## config.mk

```make
export PLATFORM = sky130hd
export DESIGN_NAME = btb_update_queue
export DESIGN_NICKNAME = d
export VERILOG_FILES = /design/src/rtl/lc3b_types.sv /design/src/rtl/btb_update_queue.sv
export SDC_FILE = /design/constraint.sdc
export NUM_CORES = 1
export LEC_CHECK = 0
export ABC_AREA = 1
export CORE_MARGIN = 2
export CORE_UTILIZATION = 50
export CTS_CLUSTER_DIAMETER = 40
export CTS_CLUSTER_SIZE = 24
export DETAILED_ROUTE_END_ITERATION = 6
export DONT_BUFFER_PORTS = 1
export SKIP_CTS_REPAIR_TIMING = 1
export SLEW_MARGIN = 15
export SYNTH_ARGS = -nofsm -noshare
export SYNTH_HDL_FRONTEND = slang
export SYNTH_SLANG_ARGS = --single-unit
```

## constraint.sdc

```tcl
create_clock -name clk -period 3.4 [get_ports clk]
set_input_delay 0.34 -clock clk [delete_from_list [all_inputs] [get_ports clk]]
set_output_delay 0.34 -clock clk [all_outputs]
set_load 0.02 [all_outputs]
```

## src/rtl/lc3b_types.sv

```systemverilog
// ---------------------------------------------------------------------------
// lc3b_types
// Shared LC-3b type definitions used by the branch-target-buffer update path.
//   lc3b_word        : 16-bit machine word
//   btb_uq_entry_t   : one buffered branch resolution (pc, target, taken)
//   BTB_UQ_DEFAULT_DEPTH : default number of buffered resolutions
// ---------------------------------------------------------------------------
package lc3b_types;

    typedef logic [15:0] lc3b_word;

    localparam int BTB_UQ_DEFAULT_DEPTH = 4;

    typedef struct packed {
        lc3b_word pc;
        lc3b_word target;
        logic     taken;
    } btb_uq_entry_t;

endpackage : lc3b_types

```

## src/rtl/btb_update_queue.sv

```systemverilog
// ---------------------------------------------------------------------------
// btb_update_queue
// Circular FIFO that buffers resolved branches from execute/memory and
// drains them, one per cycle, into the BTB write port whenever that port
// is free. Entries issue strictly in arrival order; resolutions arriving
// while the queue is full are dropped and counted.
//
// Parameters
//   DEPTH       : number of entries (power of two, 2..16)
// Ports
//   clk         : clock, rising edge
//   rst_n       : synchronous active-low reset
//   res_valid   : resolved branch presented this cycle
//   res_pc      : PC of the resolved branch
//   res_target  : resolved target
//   res_taken   : resolved direction
//   res_ready   : queue accepts res_* this cycle
//   btb_busy    : BTB write port unavailable this cycle
//   wb_enable   : write-back request (head entry is consumed when high)
//   wb_pc       : head entry PC
//   wb_target   : head entry target
//   wb_taken    : head entry direction
//   drop_count  : saturating count of rejected resolutions
//
// Build option
//   BTB_UPDATE_COALESCE_EN : when defined, a resolution whose PC matches the
//   newest buffered entry (and that entry is not leaving this cycle) updates
//   that entry in place instead of taking a new slot, even when full.
// ---------------------------------------------------------------------------
module btb_update_queue
    import lc3b_types::*;
#(
    parameter int DEPTH = BTB_UQ_DEFAULT_DEPTH
) (
    input  logic       clk,
    input  logic       rst_n,
    input  logic       res_valid,
    input  lc3b_word   res_pc,
    input  lc3b_word   res_target,
    input  logic       res_taken,
    output logic       res_ready,
    input  logic       btb_busy,
    output logic       wb_enable,
    output lc3b_word   wb_pc,
    output lc3b_word   wb_target,
    output logic       wb_taken,
    output logic [7:0] drop_count
);

    localparam int PTR_W = (DEPTH > 1) ? $clog2(DEPTH) : 1;
    localparam int CNT_W = $clog2(DEPTH + 1);

    localparam logic [CNT_W-1:0] FULL_CNT = CNT_W'(DEPTH);
    localparam logic [PTR_W-1:0] LAST_PTR = PTR_W'(DEPTH - 1);

    // Advance a pointer with wrap from the last slot back to slot 0.
    function automatic logic [PTR_W-1:0] ptr_inc(input logic [PTR_W-1:0] p);
        if (p == LAST_PTR) begin
            return {PTR_W{1'b0}};
        end else begin
            return p + PTR_W'(1);
        end
    endfunction

`ifdef BTB_UPDATE_COALESCE_EN
    localparam logic [CNT_W-1:0] ONE_CNT = CNT_W'(1);

    // Step a pointer back by one slot; used to locate the newest entry.
    function automatic logic [PTR_W-1:0] ptr_dec(input logic [PTR_W-1:0] p);
        if (p == {PTR_W{1'b0}}) begin
            return LAST_PTR;
        end else begin
            return p - PTR_W'(1);
        end
    endfunction

    logic [PTR_W-1:0] newest_ptr_s;
`endif

    btb_uq_entry_t    mem_q [DEPTH];
    btb_uq_entry_t    mem_d [DEPTH];
    logic [PTR_W-1:0] head_q, head_d;
    logic [PTR_W-1:0] tail_q, tail_d;
    logic [CNT_W-1:0] count_q, count_d;
    logic [7:0]       drop_count_q, drop_count_d;

    btb_uq_entry_t    head_entry_s;
    btb_uq_entry_t    new_entry_s;
    logic             not_empty_s;
    logic             full_s;
    logic             coalesce_s;
    logic             enq_s;
    logic             deq_s;
    logic             drop_s;

    // Handshake decode: drain request, accept/coalesce/drop decisions.
    always_comb begin
        head_entry_s = mem_q[head_q];
        new_entry_s  = '{pc: res_pc, target: res_target, taken: res_taken};
        not_empty_s  = (count_q != {CNT_W{1'b0}});
        full_s       = (count_q == FULL_CNT);
        wb_enable    = not_empty_s && !btb_busy;
        deq_s        = wb_enable;
`ifdef BTB_UPDATE_COALESCE_EN
        newest_ptr_s = ptr_dec(tail_q);
        // A single buffered entry that is leaving this cycle cannot absorb
        // the update; it must take a fresh slot instead.
        if (res_valid && not_empty_s && (mem_q[newest_ptr_s].pc == res_pc)
            && !(deq_s && (count_q == ONE_CNT))) begin
            coalesce_s = 1'b1;
        end else begin
            coalesce_s = 1'b0;
        end
`else
        coalesce_s   = 1'b0;
`endif
        // Readiness looks only at current occupancy, so a full queue stays
        // closed even on a cycle where the head is draining.
        res_ready    = !full_s || coalesce_s;
        enq_s        = res_valid && res_ready && !coalesce_s;
        drop_s       = res_valid && !res_ready;
        wb_pc        = head_entry_s.pc;
        wb_target    = head_entry_s.target;
        wb_taken     = head_entry_s.taken;
        drop_count   = drop_count_q;
    end

    // Next-state for storage, pointers, occupancy and drop counter.
    always_comb begin
        mem_d = mem_q;
        if (enq_s) begin
            mem_d[tail_q] = new_entry_s;
        end else begin
`ifdef BTB_UPDATE_COALESCE_EN
            if (coalesce_s) begin
                mem_d[newest_ptr_s].target = res_target;
                mem_d[newest_ptr_s].taken  = res_taken;
            end else begin
                mem_d = mem_q;
            end
`else
            mem_d = mem_q;
`endif
        end

        head_d = deq_s ? ptr_inc(head_q) : head_q;
        tail_d = enq_s ? ptr_inc(tail_q) : tail_q;

        case ({enq_s, deq_s})
            2'b10:   count_d = count_q + CNT_W'(1);
            2'b01:   count_d = count_q - CNT_W'(1);
            default: count_d = count_q;
        endcase

        if (drop_s && (drop_count_q != 8'hFF)) begin
            drop_count_d = drop_count_q + 8'd1;
        end else begin
            drop_count_d = drop_count_q;
        end
    end

    // Control state register with synchronous active-low reset.
    always_ff @(posedge clk) begin
        if (!rst_n) begin
            head_q       <= {PTR_W{1'b0}};
            tail_q       <= {PTR_W{1'b0}};
            count_q      <= {CNT_W{1'b0}};
            drop_count_q <= 8'd0;
        end else begin
            head_q       <= head_d;
            tail_q       <= tail_d;
            count_q      <= count_d;
            drop_count_q <= drop_count_d;
        end
    end

    // Entry storage; contents are meaningless once count is zero, so no reset.
    always_ff @(posedge clk) begin
        mem_q <= mem_d;
    end

endmodule : btb_update_queue

```

==> flow_metrics.tcl, run 1 <==
set metrics [dict create \
    dr.first_iter.drc_count 220 \
    placement.cell_area_sq_um 5930 \
    drt-wirelength-per-cell_microns 18.1 \
    hold_path.class "in2reg" \
    drv_cap 0 \
    synth.avg_cell_area_sq_um 12.8 \
    area_delta_synth_final_pct 18.0 \
    finalSetupViolations 0 \
    fin_crit_sh_pct 76.0 \
    die_y_microns 111 \
    synth_area_leaders "edfxtp_1, o21ai_0, nor2_1, dfxtp_1, o22ai_1" \
    rsz0062_at_grt "no" \
    syn_area_sq_um 5760 \
    drc_errors 0 \
    critPathMaxFanout 67 \
    start_util_pct 50.9 \
    worstHoldStart "res_pc[5]" \
    finalInstanceArea_sq_um 6790 \
    hold_viol 0 \
    final_cell_mix "edfxtp_1, nor2_1, o21ai_0, o22ai_1, dlygate4sd3_1" \
    ant_nets 0 \
    crit_arrival_ns 2.25 \
    slew-limit-headroom_pct 27.3 \
    critPathCaptureType "output pin" \
    fin_setup_tns_ns 0 \
    status "finished, final reports clean" \
    max_freq_mhz 387 \
    synth_seq_cells 147 \
    viasPerCell 5.52 \
    dp.cells 578 \
    p_leak_uw 0.00229 \
    netlist-cell-type-count 25 \
    clk_latency_ns 0.42 \
    grt_util_all_layers_pct 19.2 \
    die-area_sq_um 12400 \
    worstSetupPathType "reg2out" \
    final_cells 641 \
    dr.pass1.iters 4 \
    ioPinCount 80 \
    crit_buf_inv 1 \
    crit_family "buffers and inverters" \
    yosysTopAreaCell "edfxtp_1" \
    layout-drive-gt1-share_pct 10.0 \
    seq_area_frac_synth_pct 74.1 \
    n_antenna_cell 0 \
    total_power_uw 5340 \
    cts_root_buffer "clkbuf_16" \
    hpwl_microns 6610 \
    path_cells "inv_2 > o21ai_0 > o22ai_1" \
    grt_pass1_vias 3275 \
    io_buffers 0 \
    syn_inst 448 \
    grt_pass1_wl_microns 18100 \
    n_fill_cell 908 \
    h-tree-depth 4 \
    crit_path_top_delay_cell "inv_2" \
    final_nets 530 \
    antenna_found_initial 0 \
    multi_input_area_sq_um 1330 \
    cts_tree "done" \
    core_area_sq_um 11300 \
    numCtsBuffers 17 \
    cp.required_ns 3.06 \
    yosysWarnings 0 \
    powerDensity_nw_per_um2 787 \
    fin_crit_ns 2.59 \
    vias 3537 \
    finalMaxSlewViolations 0 \
    cts_sinks 147 \
    critPathLaunchType "flop" \
    gp_congestion 0.787 \
    critical-path-max-stage-delay_ns 0.78 \
    yosysTopAreaCellShare_pct 68.9 \
    layout_commonest_cell "edfxtp_1" \
    wl_microns 11600 \
    skew_ns 0.00682 \
    grt.overflow.total 0 \
    startpoint "head_q[0]" \
    path_clk_slew_ns 0.06 \
    r2r-start "count_q[0]" \
    peakVddDrop_uv 489 \
    syn_nets 493 \
    die-width_microns 111 \
    rows 39 \
    grt_max_degree 69 \
    register_area_sq_um 4270 \
    clockBufferDepth 2 \
    tightest_slew_ns 1.09 \
]
-- synthesized netlist by cell type, drive strengths merged --
master	number
a21oi	14
buf	9
clkbuf	12
dfxtp	15
edfxtp	132
fa	1
ha	7
inv	24
nand2	21
nand3	8
nand4	1
nor2	93
o21ai	75
o21bai	1
o22ai	33
or2	1
xor2	1
-- report_power, final --
group | internal [uW] | switching (uW)
Sequential | 2160 | 52.7
Clock | 1060 | 682
Combinational | 305 | 1080
Total | 3530 | 1810
-- layer usage --
metal	GRT usage (%)	vias up	part of all wire, %
met5	0	-	0
met4	7.08	0	1.2
met3	7.98	11	6.1
met2	28.3	90	47
met1	25.9	1736	46
li1	-	1700	-
-- sequential cells by signal, indices dropped and copies added, names as in the netlist --
name	count
head_q	2
drop_count	8
tail_q	2
mem_q	132
count_q	3
-- path summary, 6_finish.rpt --
path | cells after the start | slack, ns | endpoint
worst max-delay path | 3 | 0.81 | wb_pc[7]
worst min-delay path | 0 | 0.02 | mem_q[55]
worst max register to register | 10 | 1.16 | count_q[2]
worst min register to register | 2 | 0.52 | count_q[2]
-- cell type report --
cell class | instances | share of cell area (%)
multi-input combinational | 256 | 19.6
sequential | 147 | 62.8
tap | 143 | 2.63
clock buffer | 20 | 6.43
timing repair buffer | 39 | 5.45
clock inverter | 12 | 1.70
inverter | 24 | 1.33
-- worst reg2reg max path, delay by kind of cell (launching register included) --
kind	cells	cell delay (ns)
flip-flops	1	0.32
buffers and inverters	1	0.07
AND/OR/NAND/NOR	5	1.04
AO/OA/AOI/OAI	2	0.17
adder cells (fa/ha/maj)	2	0.57
-- per-stage QoR --
step | util [%] | setup slack, ns | hold slack, ns
final | 60.0 | 0.815 | 0.0182
after global routing | 60.0 | 0.639 | -0.000122
after CTS | 57.2 | 0.778 | -0.00261
after detailed placement | 52.4 | 1.16 | 0.439
after global placement | 52.4 | 1.20 | 0.439
after floorplan | - | 0.828 | 0.439
-- cells by family after synthesis --
| logic type | count (synthesis) | share of synthesized area [%] |
|---|---|---|
| flops | 147 | 74.1 |
| fa+ha+maj | 8 | 1.87 |
| xor+xnor | 1 | 0.152 |
| buf+inv | 45 | 3.28 |
| simple gates | 124 | 9.04 |
| compound gates | 123 | 11.6 |
(Power assumes the default switching activity.)
==> run 2: changes to the inputs <==
--- a/config.mk
+++ b/config.mk
@@ -12,6 +12,7 @@
 export CTS_CLUSTER_SIZE = 24
 export DETAILED_ROUTE_END_ITERATION = 6
 export DONT_BUFFER_PORTS = 1
+export PLACE_DENSITY = 0.68
 export SKIP_CTS_REPAIR_TIMING = 1
 export SLEW_MARGIN = 15
 export SYNTH_ARGS = -nofsm -noshare
==> constraint.sdc (replaced) <==
create_clock -name clk -period 2.27 [get_ports clk]
set_input_delay 0.227 -clock clk [delete_from_list [all_inputs] [get_ports clk]]
set_output_delay 0.227 -clock clk [all_outputs]
set_load 0.02 [all_outputs]
==> run 2 against run 1 <==
Net effect:
- critical path depth grew 1
- non-clock buffer count up 10
- global-route usage fell by 0.86 points
- sequential power grew 52%
- largest power group unchanged
- worst hold slack lost 0.017 ns
- largest cell class unchanged
- combinational power grew 56%
- first-iteration DRC count is 39% higher
- clock skew grew 0.0034 ns
- critical endpoint unchanged
- flip-flop and latch count unchanged
- worst setup slack worse by 0.67 ns
- final cell count increased by 1.6%
- sequential share of layout area down 0.88 points
==> flow_metrics.tcl, run 2 (synthesis results as in run 1) <==
set metrics [dict create \
    status "finished, final reports clean" \
    peakVddDrop_uv 511 \
    grt_pass1_wl_microns 17500 \
    grt_util_all_layers_pct 18.3 \
    vias 3548 \
    pre_cts_slack_ns 0.205 \
    crit_arrival_ns 1.90 \
    rows 39 \
    die-area_sq_um 12400 \
    grt.overflow.total 0 \
    cts_sinks 147 \
    grt_max_degree 39 \
    finalMaxSlewViolations 0 \
    area_delta_synth_final_pct 19.6 \
    max_freq_mhz 471 \
    viasPerCell 5.45 \
    path_clk_slew_ns 0.06 \
    powerDensity_nw_per_um2 1160 \
    finalInstanceArea_sq_um 6890 \
    fin_crit_ns 2.12 \
    wl_microns 11300 \
    critical-path-max-stage-delay_ns 0.49 \
    cp.required_ns 2.04 \
    finalSetupViolations 0 \
    ioPinCount 80 \
    antenna_found_initial 0 \
    critPathCaptureType "output pin" \
    layout_commonest_cell "edfxtp_1" \
    critPathLaunchType "flop" \
    regMostFlops "mem_q" \
    largest_register_ffs 132 \
    start_util_pct 50.9 \
    cts_tree "done" \
    drc_errors 0 \
    die-width_microns 111 \
    dr.first_iter.drc_count 305 \
    cts_root_buffer "clkbuf_16" \
    skew_ns 0.0102 \
    p_leak_uw 0.00235 \
    final_cell_mix "edfxtp_1, nor2_1, o21ai_0, dlygate4sd3_1, o22ai_1" \
    core_area_sq_um 11300 \
    worst-r2r-setup-slack_ns 0.22 \
    placement.cell_area_sq_um 6010 \
    final_util_pct 60.8 \
    io_buffers 0 \
    dr.pass1.iters 4 \
    grt_pass1_vias 3509 \
    rsz0062_at_grt "no" \
    final_nets 540 \
    numCtsBuffers 17 \
    n_antenna_cell 0 \
    gp_congestion 0.764 \
    slew-limit-headroom_pct 58.9 \
    clockBufferDepth 2 \
    crit_path_top_delay_cell "o22ai_1" \
    hpwl_microns 6630 \
    clk_latency_ns 0.40 \
    h-tree-depth 4 \
    fin_crit_sh_pct 93.6 \
    hold_path.class "in2reg" \
    layout-drive-gt1-share_pct 12.4 \
    path_cells "inv_2 > buf_4 > o21ai_0 > o22ai_1" \
    hold_viol 0 \
    die_y_microns 111 \
    tightest_slew_ns 0.626 \
    drv_cap 0 \
    drt-wirelength-per-cell_microns 17.3 \
    worstSetupPathType "reg2out" \
    critPathMaxFanout 36 \
    ant_nets 0 \
    layout_setup_ws_ns 0.145 \
]
run 2: cell types whose count changed in the layout (fill, tap and decap cells not counted), sizes merged:
cell	previous run	this run
inv	24	26
clkbuf	20	17
bufinv	2	1
clkinv	7	9
dlygate4sd3	31	34
buf	8	15
run 2: area by class of cell:
cell class | count | area (sq um)
clock buffer | 17 | 425
clock inverter | 15 | 115
fill | 838 | 4430
inverter | 24 | 90.1
multi-input combinational | 256 | 1330
sequential | 147 | 4270
tap | 143 | 179
timing repair buffer | 49 | 478
run 2: worst paths after layout:
check / from / to / cells past startpoint
min reg2reg: count_q[2] / count_q[2] / 2
max: head_q[0] / wb_pc[7] / 4
min: rst_n / drop_count[5] / 2
max reg2reg: count_q[2] / count_q[2] / 11
run 2: through the flow:
step           TNS [ns]  power (uW)  cells  hold slack, ns
4_1_cts               0        7970    617          -0.101
3_5_place_dp          0        5490    585           0.326
5_1_grt               0        8380    651          0.0193
2_1_floorplan    -39.90        4960    448           0.326
3_3_place_gp          0        5430    585           0.326
6_report              0        7990    651         0.00151
run 2: report_power, final:
group / internal (uW) / switching, uW
logic: 530 / 1620
registers: 3230 / 111
clock network: 1490 / 1010
total: 5250 / 2730
run 2: layer usage:
metal	routed length (microns)	track usage (%)
met5	0	0
met4	149	7.33
met2	5610	30.4
met3	637	7.00
met1	4880	21.8
run 2: critical path: cells and delay by family (launching register included):
family	cells	cell delay (ns)
buffers and inverters	2	0.43
flip-flops	1	0.43
AO/OA/AOI/OAI	2	0.64
